File: config.mk
export PLATFORM = sky130hd
export DESIGN_NAME = id_ex_stage_register
export DESIGN_NICKNAME = d
export VERILOG_FILES = /design/src/rtl/id_ex_stage_register_pkg.sv /design/src/rtl/id_ex_stage_register_hazard_detect.sv /design/src/rtl/id_ex_stage_register.sv
export SDC_FILE = /design/constraint.sdc
export NUM_CORES = 1
export LEC_CHECK = 0
export ABC_AREA = 1
export CORE_MARGIN = 2
export CORE_UTILIZATION = 42
export DETAILED_ROUTE_END_ITERATION = 10
export PLACE_DENSITY = 0.81
export SETUP_SLACK_MARGIN = 0.3
export SLEW_MARGIN = 30
export SYNTH_ARGS = -nofsm -noshare
export SYNTH_HDL_FRONTEND = slang
export SYNTH_SLANG_ARGS = --single-unit
File: constraint.sdc
create_clock -name I_IDEX_clk -period 1.75 [get_ports I_IDEX_clk]
set_input_delay 0.35 -clock I_IDEX_clk [delete_from_list [all_inputs] [get_ports I_IDEX_clk]]
set_output_delay 0.35 -clock I_IDEX_clk [all_outputs]
set_load 0.03 [all_outputs]
File: src/rtl/id_ex_stage_register_pkg.sv
// rtl/id_ex_stage_register_pkg.sv - shared widths, ID/EX bundle types and bubble constant
package id_ex_stage_register_pkg;

    localparam int DATA_W  = 32;
    localparam int REG_W   = 5;
    localparam int ALUOP_W = 4;

    typedef struct packed {
        logic               reg_write;
        logic               mem_read;
        logic               mem_write;
        logic               mem_to_reg;
        logic               alu_src;
        logic               reg_dst;
        logic [ALUOP_W-1:0] alu_op;
    } ctrl_t;

    typedef struct packed {
        logic [REG_W-1:0]  rs;
        logic [REG_W-1:0]  rt;
        logic [REG_W-1:0]  rd;
        logic [DATA_W-1:0] reg_data1;
        logic [DATA_W-1:0] reg_data2;
        logic [DATA_W-1:0] imm;
        logic [DATA_W-1:0] pc_next;
        ctrl_t             ctrl;
    } stage_t;

    // All-zero bundle: no writes, no memory access, specifiers never match forwarding.
    localparam stage_t BUBBLE = '0;

endpackage

File: src/rtl/id_ex_stage_register_hazard_detect.sv
// rtl/id_ex_stage_register_hazard_detect.sv - combinational load-use hazard and stall equation
module id_ex_stage_register_hazard_detect
    import id_ex_stage_register_pkg::*;
(
    input  logic             ex_mem_read,
    input  logic [REG_W-1:0] ex_rt,
    input  logic [REG_W-1:0] id_rs,
    input  logic [REG_W-1:0] id_rt,
    input  logic             id_uses_rt,
    input  logic             enable,
    input  logic             flush,
    output logic             hazard,
    output logic             stall
);

    // A load targeting $0 never produces a value worth waiting for.
    assign hazard = ex_mem_read && (ex_rt != '0) &&
                    ((ex_rt == id_rs) || (id_uses_rt && (ex_rt == id_rt)));

    assign stall = hazard && enable && !flush;

endmodule

File: src/rtl/id_ex_stage_register.sv
// rtl/id_ex_stage_register.sv - ID/EX pipeline register with load-use bubble insertion
module id_ex_stage_register
    import id_ex_stage_register_pkg::*;
#(
    parameter int CNT_W = 16
) (
    input  logic               I_IDEX_clk,
    input  logic               I_IDEX_reset_n,
    input  logic               I_IDEX_enable,
    input  logic               I_IDEX_flush,
    input  logic [REG_W-1:0]   I_IDEX_RS,
    input  logic [REG_W-1:0]   I_IDEX_RT,
    input  logic [REG_W-1:0]   I_IDEX_RD,
    input  logic               I_IDEX_usesRT,
    input  logic [DATA_W-1:0]  I_IDEX_regData1,
    input  logic [DATA_W-1:0]  I_IDEX_regData2,
    input  logic [DATA_W-1:0]  I_IDEX_imm,
    input  logic [DATA_W-1:0]  I_IDEX_pcNext,
    input  logic               I_IDEX_RegWrite,
    input  logic               I_IDEX_MemRead,
    input  logic               I_IDEX_MemWrite,
    input  logic               I_IDEX_MemtoReg,
    input  logic               I_IDEX_ALUSrc,
    input  logic               I_IDEX_RegDst,
    input  logic [ALUOP_W-1:0] I_IDEX_ALUOp,
    output logic [REG_W-1:0]   O_IDEX_RS,
    output logic [REG_W-1:0]   O_IDEX_RT,
    output logic [REG_W-1:0]   O_IDEX_RD,
    output logic [DATA_W-1:0]  O_IDEX_regData1,
    output logic [DATA_W-1:0]  O_IDEX_regData2,
    output logic [DATA_W-1:0]  O_IDEX_imm,
    output logic [DATA_W-1:0]  O_IDEX_pcNext,
    output logic               O_IDEX_RegWrite,
    output logic               O_IDEX_MemRead,
    output logic               O_IDEX_MemWrite,
    output logic               O_IDEX_MemtoReg,
    output logic               O_IDEX_ALUSrc,
    output logic               O_IDEX_RegDst,
    output logic [ALUOP_W-1:0] O_IDEX_ALUOp,
    output logic               O_IDEX_stall,
    output logic [CNT_W-1:0]   O_IDEX_bubbleCount
);

    stage_t           id_d;
    stage_t           ex_q;
    logic             hazard;
    logic [CNT_W-1:0] bubble_count;

    assign id_d = '{
        rs:        I_IDEX_RS,
        rt:        I_IDEX_RT,
        rd:        I_IDEX_RD,
        reg_data1: I_IDEX_regData1,
        reg_data2: I_IDEX_regData2,
        imm:       I_IDEX_imm,
        pc_next:   I_IDEX_pcNext,
        ctrl:      '{
            reg_write:  I_IDEX_RegWrite,
            mem_read:   I_IDEX_MemRead,
            mem_write:  I_IDEX_MemWrite,
            mem_to_reg: I_IDEX_MemtoReg,
            alu_src:    I_IDEX_ALUSrc,
            reg_dst:    I_IDEX_RegDst,
            alu_op:     I_IDEX_ALUOp
        }
    };

    id_ex_stage_register_hazard_detect u_hazard_detect (
        .ex_mem_read (ex_q.ctrl.mem_read),
        .ex_rt       (ex_q.rt),
        .id_rs       (I_IDEX_RS),
        .id_rt       (I_IDEX_RT),
        .id_uses_rt  (I_IDEX_usesRT),
        .enable      (I_IDEX_enable),
        .flush       (I_IDEX_flush),
        .hazard      (hazard),
        .stall       (O_IDEX_stall)
    );

    // Flush outranks the hazard so a squashed instruction is never counted as a stall.
    always_ff @(posedge I_IDEX_clk or negedge I_IDEX_reset_n) begin
        if (!I_IDEX_reset_n) begin
            ex_q         <= BUBBLE;
            bubble_count <= '0;
        end else if (I_IDEX_enable) begin
            if (I_IDEX_flush) begin
                ex_q <= BUBBLE;
            end else if (hazard) begin
                ex_q <= BUBBLE;
                if (bubble_count != '1)
                    bubble_count <= bubble_count + CNT_W'(1);
            end else begin
                ex_q <= id_d;
            end
        end
    end

    assign O_IDEX_RS          = ex_q.rs;
    assign O_IDEX_RT          = ex_q.rt;
    assign O_IDEX_RD          = ex_q.rd;
    assign O_IDEX_regData1    = ex_q.reg_data1;
    assign O_IDEX_regData2    = ex_q.reg_data2;
    assign O_IDEX_imm         = ex_q.imm;
    assign O_IDEX_pcNext      = ex_q.pc_next;
    assign O_IDEX_RegWrite    = ex_q.ctrl.reg_write;
    assign O_IDEX_MemRead     = ex_q.ctrl.mem_read;
    assign O_IDEX_MemWrite    = ex_q.ctrl.mem_write;
    assign O_IDEX_MemtoReg    = ex_q.ctrl.mem_to_reg;
    assign O_IDEX_ALUSrc      = ex_q.ctrl.alu_src;
    assign O_IDEX_RegDst      = ex_q.ctrl.reg_dst;
    assign O_IDEX_ALUOp       = ex_q.ctrl.alu_op;
    assign O_IDEX_bubbleCount = bubble_count;

endmodule

# Word-level counts from Yosys, hierarchy flattened
# Index checks and enable logic that the tools add are counted.
[classes]
add_sub_neg = 1
eq_ne = 3
n_mux = 2
bitwise_logic = 1
reduce_logical = 9
[op_table]
columns = ["operator", "count"]
rows = [
  ["two-way mux 153 bit", 2],
  ["adder 16 x 1 -> 16 bit (second input constant)", 1],
  ["inequality test 16 bit (second input constant)", 1],
  ["== test 5 bit", 2],
  ["logical AND 1 bit", 5],
  ["nonzero test 5 bit", 1],
  ["AND reduction 4 bit", 1],
  ["logical NOT 1 bit", 1],
  ["logical OR 1 bit", 1],
  ["inverter 1 bit", 1],
]
[word_totals]
regBits = 169
in_bits = 158
output_inout_bits = 170
elab_cells = 31

# Longest topological paths before layout
[depth]
ltp_word = 6
mapped_depth = 11
mapped_depth_nobuf = 10

# By module
# A second synthesis with hierarchy kept.
[hier_totals]
hier_cells = 566
hier_area_um2 = 6842.8
[modules_own_cells]
columns = ["mod", "instances", "cells_per_inst", "area_per_inst_um2", "seq_area_each_um2"]
rows = [
  ["id_ex_stage_register", 1, 508, 6607.6, 4229.1],
  ["id_ex_stage_register_hazard_detect", 1, 58, 235.2, 0.0],
]

# Least setup slack after synthesis
# OpenSTA, ideal clock, no wires.
[synth_timing]
path_kind = "reg-to-reg"
startpoint = "register bubble_count[0] (netlist: O_IDEX_bubbleCount[0])"
endpoint = "register bubble_count[14] (netlist: O_IDEX_bubbleCount[14])"
setup_ns = 0.066
arrival_time_ns = 1.679
t_required_ns = 1.684
setup_slack_ns = 0.006
stages_incl_launch_ff = 9
n_path_buf = 1
period_less_slack_ns = 1.744
path_cell_list = "dfrtp_1 -> ha_1 -> nand3_2 -> nor2_2 -> nand4_1 -> nand4_2 -> buf_4 -> nand2_1 -> nand2_1"
[synth_via]
elab_chain_len = 2
word_cells_on_any_way = 3
cone_classes = "add/sub (1); eq/ne (1); reduce/logical (1)"
[synth_rtl]
columns = ["item", "line", "rtl"]
rows = [
  ["from (decl)", "id_ex_stage_register.sv:47", "logic [CNT_W-1:0] bubble_count;"],
  ["from (signal assigned)", "id_ex_stage_register.sv:91", "bubble_count <= bubble_count + CNT_W'(1);"],
  ["parallel branches: the longest is 2 deep, another holds adder 16 x 1 -> 16 bit", "-", ""],
]
# Parallel ways; which one is timed is not known.
# A chain may end at the register's enable or synchronous reset.

# Worst setup path in the final report
[layout_timing]
startpoint = "input port I_IDEX_RT[4]"
endpoint = "output port O_IDEX_stall"
[layout_via]
elab_chain_len = 6
[layout_rtl]
columns = ["item", "line", "rtl"]
rows = [
  ["from (decl)", "id_ex_stage_register.sv:12", "input logic [REG_W-1:0] I_IDEX_RT,"],
  ["== test 5 bit", "id_ex_stage_register_hazard_detect.sv:18", "((ex_rt == id_rs) || (id_uses_rt && (ex_rt == id_rt)));"],
  ["logical AND 1 bit", "id_ex_stage_register_hazard_detect.sv:18", ""],
  ["logical OR 1 bit", "id_ex_stage_register_hazard_detect.sv:18", ""],
  ["logical AND 1 bit", "id_ex_stage_register_hazard_detect.sv:17", "assign hazard = ex_mem_read && (ex_rt != '0) &&"],
  ["logical AND 1 bit (2 in series)", "id_ex_stage_register_hazard_detect.sv:20", "assign stall = hazard && enable && !flush;"],
  ["to (decl)", "id_ex_stage_register.sv:40", "output logic O_IDEX_stall,"],
]
# Every way passes these cells.

==> summary.md <==
| Metric | Value |
|---|---|
| Status | `finished with violations` |
| Violated checks | `setup timing` |
| Metal-1 WL | `approximately 11000 um` |
| Worst slew pin tran | `approximately 0.46 ns` |
| Critical Path RT | `1.40 ns` |
| Post-synthesis register bit count | `169` |
| Fillers | `around 1300` |
| Most frequent CP cell | `nand2_1` |
| Reg2reg start | `O_IDEX_RT[2]$_DFFE_PN0P_` |
| CTS max path bufs | `2` |
| Fin util | `71.5%` |
| Worst reg2reg path endpoint | `O_IDEX_regData2[1]$_DFFE_PN0P_` |
| Port Buf Inserts | `327` |
| CP delay by family, top | `buffers and inverters` |
| Unrepaired setup endpoints after global routing | `yes` |
| Worst Setup Slack, final | `-0.225 ns` |
| Critical Setup Path Class | `in -> out` |
| Fmax | `between 0.5 and 0.6 GHz` |
| Gp weighted congestion | `0.860` |
| Initial Utilization | `42.5%` |
| Area grow syn2layout | `68.5%` |
| Vias | `7388` |
| # rows | `48` |
| Detail Placement HPWL | `16100 um` |
| Initial DRC count | `465` |
| Clock Latency Late Sink | `0.42 ns` |
| Final-report setup violation count | `around 150` |
| Multi-input gate area | `around 3200 sq um` |
| Final hold violations | `0` |
| Final std cells w/o fill | `1456` |
| Critical path cell sequence | `clkdlybuf4s50_1, inv_1, nand2_1, nand2_1, nor2_2, nand3_2, nand2_4, nand3_4, inv_4, buf_6` |
| Tcrit/Tclk final | `113%` |
| Vias in the first global route | `7153` |
| Placed Instances | `about 1400` |
| Synthesized area per cell | `8.60 sq um` |
| Per-cell routed wire length | `18.0 um` |
| Fin crit period | `1.97 ns` |
| Final #Nets | `1377` |
| Hold Path Class | `in -> reg` |
| Sequential cell area fraction in the yosys report | `58.2%` |
| Initial antenna violation count | `1` |
| Routed WL | `26300 um` |
| Lkg Pwr | `6.45 nW` |
| H-tree Lvls | `4` |
| Worst path max stage delay | `0.52 ns` |
| Remaining antenna violation count | `0` |
| Core Region | `about 17000 sq um` |
| Largest net degree at the start of global routing | `56` |
| Post-synthesis cell type count | `24` |
| Initial DRT Pass Iterations | `4` |
| Mapped Area | `7270 sq um` |
| Synth Instances | `between 800 and 900` |
| Highest routed layer | `met5` |
| DRC | `0` |
| Via-to-Cell Ratio | `5.07` |
| Final Skew | `0.0104 ns` |
| Syn nets | `1004` |
| Seq. cell area | `4250 sq um` |
| IO Count | `328` |
| Worst r2r path cells | `12` |
| Die Footprint | `18400 sq um` |
| CTS root buffer | `clkbuf_16` |
| Max_slew headroom | `69.1%` |
| # diodes | `0` |
| Fin. max-slew vios | `0` |
| Clk pin slew, worst setup/hold paths | `0.06 ns` |
| Pwr dens | `847 nW/um^2` |
| Maxcap violations | `0` |
| Die width | `between 100 and 150 um` |
| Hold Path Cell Cnt | `3` |
| WL met2 | `~13000 um` |
| CP bufs+invs | `4` |
| Crit-path slowest cell | `clkdlybuf4s50_1` |
| Wire length of the first global-routing pass | `just under 40000 um` |
| Num CTS Buffers | `17` |
| Critical Path Sink Type | `output port` |
| WL met3 | `1710 um` |
| HP Start | `I_IDEX_RT[1]` |
| Share of post-route cells with drive strength above 1 | `34.4%` |
| GR Overflow Total | `0` |
| CTS tree | `yes` |
| CP arrival | `1.62 ns` |
| Tot GR Track Use | `between 20 and 30%` |
| Die H | `136 um` |
| Peak supply drop | `0.673 mV` |
| CP Launch Type | `input port` |
| Crit path max fanout | `3` |
| Syn. warnings | `0` |
| Hold Path End | `O_IDEX_RT[1]$_DFFE_PN0P_` |
| Reg2reg setup slack | `-0.12 ns` |
| CTS sink count | `169` |
worst max path at each step:
stage / to / slack, ns / startpoint / cells after the start
6_report: O_IDEX_stall / -0.22 / I_IDEX_RT[4] / 10
5_1_grt: O_IDEX_stall / -0.30 / O_IDEX_RT[2]$_DFFE_PN0P_ / 9
4_1_cts: O_IDEX_stall / -0.25 / O_IDEX_RT[2]$_DFFE_PN0P_ / 8
3_5_place_dp: O_IDEX_stall / -0.39 / I_IDEX_RT[4] / 10
3_3_place_gp: O_IDEX_stall / -0.40 / I_IDEX_RT[4] / 10
2_1_floorplan: O_IDEX_bubbleCount[14]$_DFFE_PN0P_ / 0.22 / O_IDEX_bubbleCount[0]$_DFFE_PN0P_ / 8
worst reg2reg max path, stage by stage, from the launching register on:
cell       delay, ns
dfrtp_2         0.45
nand2_1         0.08
nand2_1         0.06
nor2_2          0.15
nand3_2         0.11
nand2_4         0.09
buf_4           0.12
buf_12          0.14
nand2_8         0.12
buf_12          0.17
clkbuf_16       0.16
nand3_2         0.06
nand2_1         0.05
stage by stage:
step           setup TNS (ns)  setup WS [ns]  total power [W]  hold slack (ns)  instance area (sq um)
2_1_floorplan               0          0.225          0.00548           0.0544                   7660
3_3_place_gp           -47.81         -0.403          0.00673            0.318                  11400
3_5_place_dp           -46.72         -0.389          0.00676            0.315                  11400
4_1_cts                 -4.66         -0.253           0.0104            0.343                  12000
5_1_grt                -21.19         -0.300           0.0108            0.268                  12200
6_report                -8.23         -0.225           0.0104            0.261                  12200
cells in the final DEF (no fill, tap or decap), drive strengths merged, types with 3 or more instances in the layout:
cell / n
clkbuf: 29
xnor2: 4
buf: 236
nand3: 163
nor3: 6
nand2: 385
o21ai: 6
dlymetal6s2s: 3
nor2: 16
clkinv: 7
xor2: 11
nand4: 4
clkdlybuf4s50: 152
inv: 34
dfrtp: 169
state kept, by name (all words and copies together) (netlist names), 4 cells and up:
signal,flops
O_IDEX_bubbleCount,16
O_IDEX_RS,5
O_IDEX_RT,5
O_IDEX_RD,5
O_IDEX_imm,32
O_IDEX_ALUOp,4
O_IDEX_regData1,32
O_IDEX_pcNext,32
O_IDEX_regData2,32
logic make-up after synthesis:
kind of cell / after synthesis / synth area share [%]
fa+ha+maj: 1 / 0.172
buf+inv: 82 / 6.27
flops: 169 / 58.2
compound gates: 6 / 0.413
simple gates: 572 / 33.2
xor+xnor: 15 / 1.81
power by group:
part / switching (W) / leakage (nW) / internal, W
clock: 0.00166 / 0.289 / 0.00210
combinational: 0.00136 / 3.97 / 0.000894
sequential: 0.000172 / 2.19 / 0.00420
total: 0.00319 / 6.45 / 0.00719
area by class of cell:
cell class                 instances  area share, %
timing repair buffer             403           31.1
tap                              225           2.30
clock inverter                    12          0.950
sequential                       169           34.7
multi-input combinational        596           26.1
clock buffer                      20           3.81
inverter                          31           1.01
synthesized netlist by cell type:
cell type	number	area share, %
buf_4	4	0.41
nand2_2	1	0.086
buf_2	16	1.1
o21ai_1	1	0.069
inv_1	24	1.2
xor2_1	11	1.3
inv_2	7	0.36
nand4_1	3	0.26
xnor2_1	4	0.48
nor3_1	5	0.34
dfrtp_1	169	58
clkbuf_1	16	0.83
nor3_2	1	0.14
nand3_2	2	0.28
nor2_4	1	0.15
ha_1	1	0.17
nand2_1	381	20
nand2_4	1	0.15
nor2_1	14	0.72
nor2_2	1	0.086
nand3_1	161	11
o21ai_0	5	0.34
buf_6	15	2.3
nand4_2	1	0.17
what timing repair did:
action                                  CTS  global route
endpoints found under the setup margin  339           216
gates cloned                             15             5
buffers inserted                         12            11
endpoints found under the hold margin    35             0
pin swaps                                11             9
hold buffers                              1             0
resized for setup                       810           148
routing by layer:
layer / vias up / track usage [%]
met4: 2 / 8.39
met1: 3625 / 34.2
met2: 279 / 46.4
li1: 3446 / -
met5: - / 0
met3: 36 / 6.73
No activity file was read; power rests on OpenSTA's default activity.
